--- config.mk ---
export PLATFORM = sky130hd
export DESIGN_NAME = lut_interp_act_flat
export DESIGN_NICKNAME = d
export VERILOG_FILES = /design/src/rtl/lut_interp_pkg.sv /design/src/rtl/lut_interp_act_if.sv /design/src/rtl/lut_interp_core.sv /design/src/rtl/lut_interp_act.sv /design/src/flat_wrapper.sv
export SDC_FILE = /design/constraint.sdc
export NUM_CORES = 1
export LEC_CHECK = 0
export CAP_MARGIN = 10
export CORE_MARGIN = 3
export CORE_UTILIZATION = 42
export CTS_CLUSTER_SIZE = 28
export DETAILED_ROUTE_END_ITERATION = 6
export SYNTH_ARGS = -nofsm -noshare
export SYNTH_HDL_FRONTEND = slang
export SYNTH_SLANG_ARGS = --single-unit
--- constraint.sdc ---
create_clock -name clk -period 7.1 [get_ports clk]
set_input_delay 0.71 -clock clk [delete_from_list [all_inputs] [get_ports clk]]
set_output_delay 0.71 -clock clk [all_outputs]
set_load 0.01 [all_outputs]
--- src/rtl/lut_interp_pkg.sv ---
// Shared definitions for the LUT-interpolated activation: width helpers, saturation and the
// default 16-entry sigmoid-like table.
package lut_interp_pkg;

    localparam int unsigned DEF_DATA_W = 8;
    localparam int unsigned DEF_ADDR_W = 4;

    function automatic int unsigned frac_w(input int unsigned data_w, input int unsigned addr_w);
        return data_w - addr_w;
    endfunction

    // Clamp a signed value to the range of a w-bit two's-complement number.
    function automatic int sat(input int x, input int unsigned w);
        int hi;
        int lo;
        hi = (1 <<< (w - 1)) - 1;
        lo = -(1 <<< (w - 1));
        if (x > hi) begin
            return hi;
        end
        if (x < lo) begin
            return lo;
        end
        return x;
    endfunction

    // Index is the raw upper bits of z, so 0..7 cover z >= 0 and 8..15 cover z < 0.
    function automatic int default_lut(input int i);
        case (i & 15)
            0:       return 0;
            1:       return 8;
            2:       return 16;
            3:       return 48;
            4:       return 64;
            5:       return 80;
            6:       return 92;
            7:       return 100;
            8:       return -100;
            9:       return -92;
            10:      return -80;
            11:      return -64;
            12:      return -48;
            13:      return -32;
            14:      return -16;
            default: return -8;
        endcase
    endfunction

endpackage

--- src/rtl/lut_interp_act_if.sv ---
// Sample/result handshake bus for lut_interp_act; the LUT write port exists only when
// LUT_INTERP_ACT_WRITE_EN is defined.
interface lut_interp_act_if #(
    parameter int unsigned DATA_W = 8
`ifdef LUT_INTERP_ACT_WRITE_EN
    ,
    parameter int unsigned ADDR_W = 4
`endif
);

    logic                     in_valid;
    logic                     in_ready;
    logic signed [DATA_W-1:0] z_value;
    logic                     out_valid;
    logic                     out_ready;
    logic signed [DATA_W-1:0] a;
`ifdef LUT_INTERP_ACT_WRITE_EN
    logic                     wr_en;
    logic        [ADDR_W-1:0] wr_addr;
    logic signed [DATA_W-1:0] wr_data;
`endif

    modport master (
        output in_valid,
        output z_value,
        output out_ready,
        input  in_ready,
        input  out_valid,
        input  a
`ifdef LUT_INTERP_ACT_WRITE_EN
        ,
        output wr_en,
        output wr_addr,
        output wr_data
`endif
    );

    modport slave (
        input  in_valid,
        input  z_value,
        input  out_ready,
        output in_ready,
        output out_valid,
        output a
`ifdef LUT_INTERP_ACT_WRITE_EN
        ,
        input  wr_en,
        input  wr_addr,
        input  wr_data
`endif
    );

endinterface

--- src/rtl/lut_interp_core.sv ---
// Interpolation arithmetic: S2 forms (next-base)*frac, S3 shifts, adds base and saturates.
module lut_interp_core
    import lut_interp_pkg::*;
#(
    parameter int unsigned DATA_W = DEF_DATA_W,
    parameter int unsigned FRAC_W = DEF_DATA_W - DEF_ADDR_W
) (
    input  logic                     clk,
    input  logic                     rst,
    input  logic                     en,
    input  logic                     in_valid,
    input  logic signed [DATA_W-1:0] base,
    input  logic signed [DATA_W-1:0] next,
    input  logic        [FRAC_W-1:0] frac,
    output logic                     out_valid,
    output logic signed [DATA_W-1:0] a
);

    localparam int unsigned DIFF_W = DATA_W + 1;
    localparam int unsigned PROD_W = DATA_W + 1 + FRAC_W;

    logic signed [DIFF_W-1:0] diff;
    logic signed [FRAC_W:0]   frac_s;
    logic signed [PROD_W-1:0] prod;
    logic signed [PROD_W-1:0] sum;
    logic signed [DATA_W-1:0] a_d;

    logic                     s2_valid_q;
    logic signed [DATA_W-1:0] s2_base_q;
    logic signed [PROD_W-1:0] s2_prod_q;

    assign diff   = DIFF_W'(next) - DIFF_W'(base);
    assign frac_s = {1'b0, frac};
    assign prod   = PROD_W'(diff) * PROD_W'(frac_s);

    // Arithmetic shift floors toward -inf; the sum always fits PROD_W before clamping.
    assign sum = PROD_W'(s2_base_q) + (s2_prod_q >>> FRAC_W);
    assign a_d = DATA_W'(sat(32'(sum), DATA_W));

    always_ff @(posedge clk or posedge rst) begin
        if (rst) begin
            s2_valid_q <= 1'b0;
            s2_base_q  <= '0;
            s2_prod_q  <= '0;
            out_valid  <= 1'b0;
            a          <= '0;
        end else if (en) begin
            s2_valid_q <= in_valid;
            s2_base_q  <= base;
            s2_prod_q  <= prod;
            out_valid  <= s2_valid_q;
            a          <= a_d;
        end
    end

endmodule

--- src/rtl/lut_interp_act.sv ---
// LUT-based piecewise-linear activation, 3-stage pipeline with ready/valid handshake.
// Define LUT_INTERP_ACT_WRITE_EN for a runtime-writable LUT (wr_en/wr_addr/wr_data on the bus).
module lut_interp_act
    import lut_interp_pkg::*;
#(
    parameter int unsigned DATA_W = DEF_DATA_W,
    parameter int unsigned ADDR_W = DEF_ADDR_W
) (
    input logic            clk,
    input logic            rst,
    lut_interp_act_if.slave bus
);

    localparam int unsigned FRAC_W = frac_w(DATA_W, ADDR_W);
    localparam int unsigned LUT_N  = 1 << ADDR_W;
    // Last positive segment: interpolating past it would wrap onto the negative side.
    localparam logic [ADDR_W-1:0] TOP_IDX = {1'b0, {(ADDR_W - 1){1'b1}}};

    logic                     stall;
    logic                     accept;
    logic                     out_valid;
    logic signed [DATA_W-1:0] a;

    logic signed [DATA_W-1:0] lut [LUT_N];
    logic        [ADDR_W-1:0] idx;
    logic        [ADDR_W-1:0] idx_next;
    logic        [FRAC_W-1:0] frac;
    logic signed [DATA_W-1:0] base;
    logic signed [DATA_W-1:0] next;

    logic                     s1_valid_q;
    logic signed [DATA_W-1:0] s1_base_q;
    logic signed [DATA_W-1:0] s1_next_q;
    logic        [FRAC_W-1:0] s1_frac_q;

`ifdef LUT_INTERP_ACT_WRITE_EN
    logic signed [DATA_W-1:0] lut_q [LUT_N];

    // Write lands at the edge, so a sample accepted on that same edge still reads the old entry.
    always_ff @(posedge clk or posedge rst) begin
        if (rst) begin
            for (int i = 0; i < LUT_N; i++) begin
                lut_q[i] <= DATA_W'(default_lut(i));
            end
        end else if (bus.wr_en) begin
            lut_q[bus.wr_addr] <= bus.wr_data;
        end
    end

    assign lut = lut_q;
`else
    for (genvar g = 0; g < LUT_N; g++) begin : g_rom
        assign lut[g] = DATA_W'(default_lut(g));
    end
`endif

    // Whole pipe freezes on back-pressure; a bubble does not open the input early.
    assign stall        = out_valid && !bus.out_ready;
    assign accept       = bus.in_valid && !stall;
    assign bus.in_ready = !stall;
    assign bus.out_valid = out_valid;
    assign bus.a        = a;

    assign idx      = bus.z_value[DATA_W-1:FRAC_W];
    assign frac     = bus.z_value[FRAC_W-1:0];
    assign idx_next = idx + ADDR_W'(1);
    assign base     = lut[idx];
    assign next     = (idx == TOP_IDX) ? base : lut[idx_next];

    always_ff @(posedge clk or posedge rst) begin
        if (rst) begin
            s1_valid_q <= 1'b0;
            s1_base_q  <= '0;
            s1_next_q  <= '0;
            s1_frac_q  <= '0;
        end else if (!stall) begin
            s1_valid_q <= accept;
            if (accept) begin
                s1_base_q <= base;
                s1_next_q <= next;
                s1_frac_q <= frac;
            end
        end
    end

    lut_interp_core #(
        .DATA_W (DATA_W),
        .FRAC_W (FRAC_W)
    ) u_core (
        .clk       (clk),
        .rst       (rst),
        .en        (!stall),
        .in_valid  (s1_valid_q),
        .base      (s1_base_q),
        .next      (s1_next_q),
        .frac      (s1_frac_q),
        .out_valid (out_valid),
        .a         (a)
    );

endmodule

--- src/flat_wrapper.sv ---
// flat-port wrapper written by rule: the top's interface ports become plain ports
module lut_interp_act_flat import lut_interp_pkg::*;
#(
    parameter int unsigned DATA_W = DEF_DATA_W,
    parameter int unsigned ADDR_W = DEF_ADDR_W
)
  (clk, rst, bus_in_valid, bus_z_value, bus_out_ready, bus_in_ready, bus_out_valid, bus_a);
  lut_interp_act_if #(.DATA_W(DATA_W)) bus_i ();
  input logic clk;
  input logic rst;
  input wire logic [$bits(bus_i.in_valid)-1:0] bus_in_valid;
  input wire logic [$bits(bus_i.z_value)-1:0] bus_z_value;
  input wire logic [$bits(bus_i.out_ready)-1:0] bus_out_ready;
  output wire logic [$bits(bus_i.in_ready)-1:0] bus_in_ready;
  output wire logic [$bits(bus_i.out_valid)-1:0] bus_out_valid;
  output wire logic [$bits(bus_i.a)-1:0] bus_a;
  assign bus_i.in_valid = bus_in_valid;
  assign bus_i.z_value = bus_z_value;
  assign bus_i.out_ready = bus_out_ready;
  assign bus_in_ready = bus_i.in_ready;
  assign bus_out_valid = bus_i.out_valid;
  assign bus_a = bus_i.a;
  lut_interp_act #(.DATA_W(DATA_W), .ADDR_W(ADDR_W)) u_core (.clk(clk), .rst(rst), .bus(bus_i));
endmodule
## Word-level counts from Yosys, hierarchy flattened

Memory sizes are Yosys's and may differ from the RTL's.
Index checks and enable logic that the tools add are counted.

- Add/sub/neg operators: 3
- Multipliers: 1
- $lt $le $gt $ge: 4
- Eq/ne operators: 1
- Multiplexer cells: 12
- Bitwise logic cells: 3
- Reductions and logical operators: 5

Operator list:

| cell | count |
|---|---|
| $mux W8 | 8 |
| $mul A9 B5 Y13 | 1 |
| $add A8 B9 Y10 | 1 |
| $ge A5 B5 Y1 const B | 2 |
| $gt A10 B8 Y1 const B | 1 |
| $lt A10 B8 Y1 const B | 1 |
| $not A4 Y5 | 2 |
| $sub A8 B8 Y9 | 1 |
| $mux W7 | 1 |
| $add A4 B1 Y4 const B | 1 |
| $eq A4 B3 Y1 const B | 1 |
| $mux W1 | 3 |
| $logic_and A1 B1 Y1 | 2 |
| $logic_not A1 Y1 | 2 |
| $reduce_and A2 Y1 | 1 |
| $not A1 Y1 | 1 |

- Flip-flop bits (word level): 52
- Memory bits (read-only): 256
- Input bits: 12
- Output and inout bits: 10
- Word-level logic and storage cells: 40
- Memories: 2

Memory list:

| name | depth | bits a word | read ports | clocked after Yosys merged registers in | wr ports | line | text |
|---|---|---|---|---|---|---|---|
| (name not given) | 16 | 8 | 1 | 0 | 0 | lut_interp_act.sv:68 | `assign next = (idx == TOP_IDX) ? base : lut[idx_next];` |
| (name not given) | 16 | 8 | 1 | 0 | 0 | lut_interp_act.sv:67 | `assign base = lut[idx];` |

## Depth between registers and ports, before layout

- Word-level depth: 6
- Depth in mapped cells: 19
- Gate-level depth less buffers: 19

## Cells and area by module

From an unflattened synthesis, not the netlist that was laid out.

- Cells, all modules: 431
- Area, all modules: 4,040.1 um^2

By module, submodules not included:

| module | instances | cells an instance | area each (um^2) | sequential area each (um^2) |
|---|---|---|---|---|
| lut_interp_core | 1 | 314 | 2,979.1 | 675.6 |
| lut_interp_act | 1 | 117 | 1,061.0 | 425.4 |

## Least setup slack after synthesis

No wires, ideal clock.

- Kind: reg2reg
- Start: register u_core.s1_base_q[2]
- End: register u_core.u_core.s2_prod_q[12]
- Setup time: 135 ps
- Data arrival time: 4,069 ps
- Data required time: 6,965 ps
- Setup slack: 2,896 ps
- Stages on the path, launching flop included: 18
- Buffers on the path: 0
- Period minus slack after synthesis: 4,204 ps
- Cells stage by stage: dfrtp_1 ha_1 fa_1 nor2b_1 o31a_1 a21oi_1 and2_1 ha_1 fa_1 inv_1 fa_1 inv_1 ha_1 a21o_1 a211oi_1 a21oi_1 xnor3_1 o21ai_0

- Word-level cells in the longest chain between the ends: 2

RTL lines:

| element | line | text |
|---|---|---|
| from (decl) | lut_interp_act.sv:32 | `logic signed [DATA_W-1:0] s1_base_q;` |
| from (signal assigned) | lut_interp_act.sv:79 | `s1_base_q <= base;` |
| $sub A8 B8 Y9 | lut_interp_core.sv:32 | `assign diff = DIFF_W'(next) - DIFF_W'(base);` |
| $mul A9 B5 Y13 | lut_interp_core.sv:34 | `assign prod = PROD_W'(diff) * PROD_W'(frac_s);` |
| to (signal assigned) | lut_interp_core.sv:50 | `s2_prod_q <= prod;` |
| to (decl) | lut_interp_core.sv:30 | `logic signed [PROD_W-1:0] s2_prod_q;` |

Every way passes these cells.
A chain may end at the register's enable or synchronous reset.

## Worst setup path in the final report

Ends and elaborated chain as after synthesis.

==> metrics.md <==
| Metric | Value |
|---|---|
| Outcome | complete, no violations |
| Max Clk Rate | 0.222 GHz |
| Hold EP | u_core.u_core.s2_valid_q |
| Critical Path Sink Type | flop |
| Number of global-route vias before repair | 2668 |
| # nets final | 476 |
| Post-synthesis register bit count | 42 |
| CP Data Arrival Time | 4730 ps |
| Avg Cell Area, Syn | 9.33 sq um |
| Clock sink total | 42 |
| GRT Resource Usage Total | 15.3% |
| Die footprint | 9890 sq um |
| Congestion Overflow GR | 0 |
| YS warnings | 0 |
| Final period utilization | 63.5% |
| Critical path fanouts, max | 5 |
| Initial Util | 44.0% |
| Post-CTS Setup Bufs | 0 |
| CTS buffer count | 5 |
| Placed cell count | 507 |
| Chip Height | 99.5 um |
| Type of the worst min-delay path | reg -> reg |
| Filler instances | 829 |
| Hold_buf cts | 0 |
| TritonCTS clock tree | done |
| CTS Buffer Depth | 2 |
| IO Count | 22 |
| Maxcap violations | 0 |
| DIE WIDTH | 99.5 um |
| GPL Wtd Cong | 0.860 |
| Area of the mapped netlist | 3670 sq um |
| Final setup fails | 0 |
| Mapped Cells | 393 |
| Commonest non-fill, non-tap cell in the layout | nand2_1 |
| Sequential share of the synthesized area | 28.6% |
| Min-delay src | u_core.s1_valid_q |
| Layout cells sized above 1 | 7.80% |
| Post-DR wirelength/cell | 13.1 um |
| Flop-to-flop setup slack | 2590 ps |
| Initial DRT Pass Iterations | 4 |
| P&R area growth vs syn | 9.72% |
| Most used DFF post-synth | dfrtp_1 |
| Ys async rst share | 100% |
| Mapped Nets | 460 |
| Worst r2r dst | u_core.u_core.s2_prod_q[12] |
| Final WL | 6750 um |
| Antenna Cells | 0 |
| First-pass GRT wire length | 12400 um |
| Vias post-DR | 2635 |
| Crit Path Category | reg -> reg |
| Setup TNS | 0 ps |
| Initial drt markers | 53 |
| RSZ-0062 raised after global routing | false |
| CTS clk-pin slew, worst paths | 90 ps |
| Worst reg2reg path depth | 17 |
| Antenna violations before repair | 0 |
| Post-route insts no fill | 515 |
| Post_cts resized | 0 |
| Max-slew headroom | 45.6% |
| H-tree levels | 2 |
| Number of enable flip-flop cells after synthesis | 0 |
| Most frequent cells in the layout | nand2_1, inv_1, dfrtp_1 |
| Post-route ant nets | 0 |
| Hold Path Depth | 2 |
| Slew @ Worst Pin | 809 ps |
| CTS root buf | clkbuf_8 |
| Critical Path Source Type | flop |
| Worst Path Required | 7320 ps |
| Post-Route Skew | 14.0 ps |
| Final min period | 4510 ps |
| IO buf count | 21 |
| Reg2Reg Launch Point | u_core.s1_base_q[2] |
| Clock Latency Late Sink | 310 ps |
| Rows | 33 |
| Placed wire-length estimate | 5370 um |
| Core Box Area | 8340 sq um |
| Final hold viol count | 0 |
| Final core utilization | 48.3% |
| Number of remaining DRC errors | 0 |
| Unique masters post-synth | 59 |
| Via density | 5.12 |
| Slew Limit Fails | 0 |
| Largest net degree at the start of global routing | 43 |
-- cells by family after synthesis --
family | synth area share, %
simple gates | 16.1
compound gates | 14.9
buf+inv | 7.81
fa+ha+maj | 22.0
flops | 28.6
xor+xnor | 4.71
mux | 5.83
-- synth_stat cells (4+ instances only) --
cell type,count,area (sq um)
nor2b_1,10,62.6
o21ai_1,4,20.0
fa_1,16,320
nor3_1,4,20.0
mux2_2,7,78.8
a21o_1,7,52.6
nand2b_1,6,37.5
nand2_1,52,195
inv_1,42,158
ha_1,39,488
xor2_1,7,61.3
nor2_1,24,90.1
dfrtp_1,42,1050
and2_1,10,62.6
a21oi_1,18,90.1
clkbuf_1,8,30.0
a211oi_1,5,37.5
xnor2_1,7,61.3
mux2i_1,6,60.1
o21ai_0,29,145
-- metal layers --
metal	vias to the layer above	track usage (%)	part of all wire, %
li1	1347	-	-
met1	1252	19.8	48
met2	27	26.7	48
met3	9	2.66	2.5
met4	0	3.36	1.2
met5	-	0	0
-- sequential cells by signal, summed over array words and instances, names as in the netlist --
register,cells
u_core.s1_next_q,6
u_core.u_core.s2_prod_q,9
u_core.s1_frac_q,4
u_core.s1_valid_q,1
u_core.u_core.out_valid,1
u_core.u_core.a,8
u_core.u_core.s2_base_q,6
u_core.u_core.s2_valid_q,1
u_core.s1_base_q,6
-- worst max-delay path by stage --
stage | startpoint | endpoint | slack (ps) | cells after the start
after floorplan | u_core.s1_base_q[2] | u_core.u_core.s2_prod_q[12] | 2900 | 17
after global placement | u_core.s1_base_q[2] | u_core.u_core.s2_prod_q[12] | 2720 | 17
after detailed placement | u_core.s1_base_q[2] | u_core.u_core.s2_prod_q[12] | 2590 | 17
after CTS | u_core.s1_next_q[2] | u_core.u_core.s2_prod_q[12] | 2590 | 18
after global routing | u_core.s1_next_q[2] | u_core.u_core.s2_prod_q[12] | 2200 | 18
final | u_core.s1_base_q[2] | u_core.u_core.s2_prod_q[12] | 2590 | 17
-- critical path: stages (launching register included) --
cell and delay [ps]:
dfrtp_1 410, ha_1 220, fa_1 400, nor2b_1 170, o21ai_0 90, a21oi_1 240
and2_1 170, ha_1 240, fa_1 540, inv_1 50, fa_1 490, inv_1 40
ha_1 350, a21o_1 210, a211oi_1 340, a21oi_1 120, xnor3_1 180, o21ai_0 150
-- area by class of cell --
type                    instances  area, sq um  share of cell area, %
inverters                      44          170                   4.23
well taps                     105          131                   3.26
multi-input cells             293         2330                   58.0
flip-flops and latches         42         1050                   26.1
clock buffers                   5         68.8                   1.71
repair buffers                 23          225                   5.60
clock inverters                 3         45.0                   1.12
-- per-stage QoR --
step	hold WS (ps)	area, sq um	worst slack (ps)
finish	463	4030	2590
global placement	442	3910	2720
floorplan	430	3670	2900
global route	494	4030	2200
CTS	469	4030	2590
detailed placement	448	3910	2590
Power is left out: the tool's default activity adds up to more than one toggle a clock period on the data nets, which glitch-free logic cannot reach.
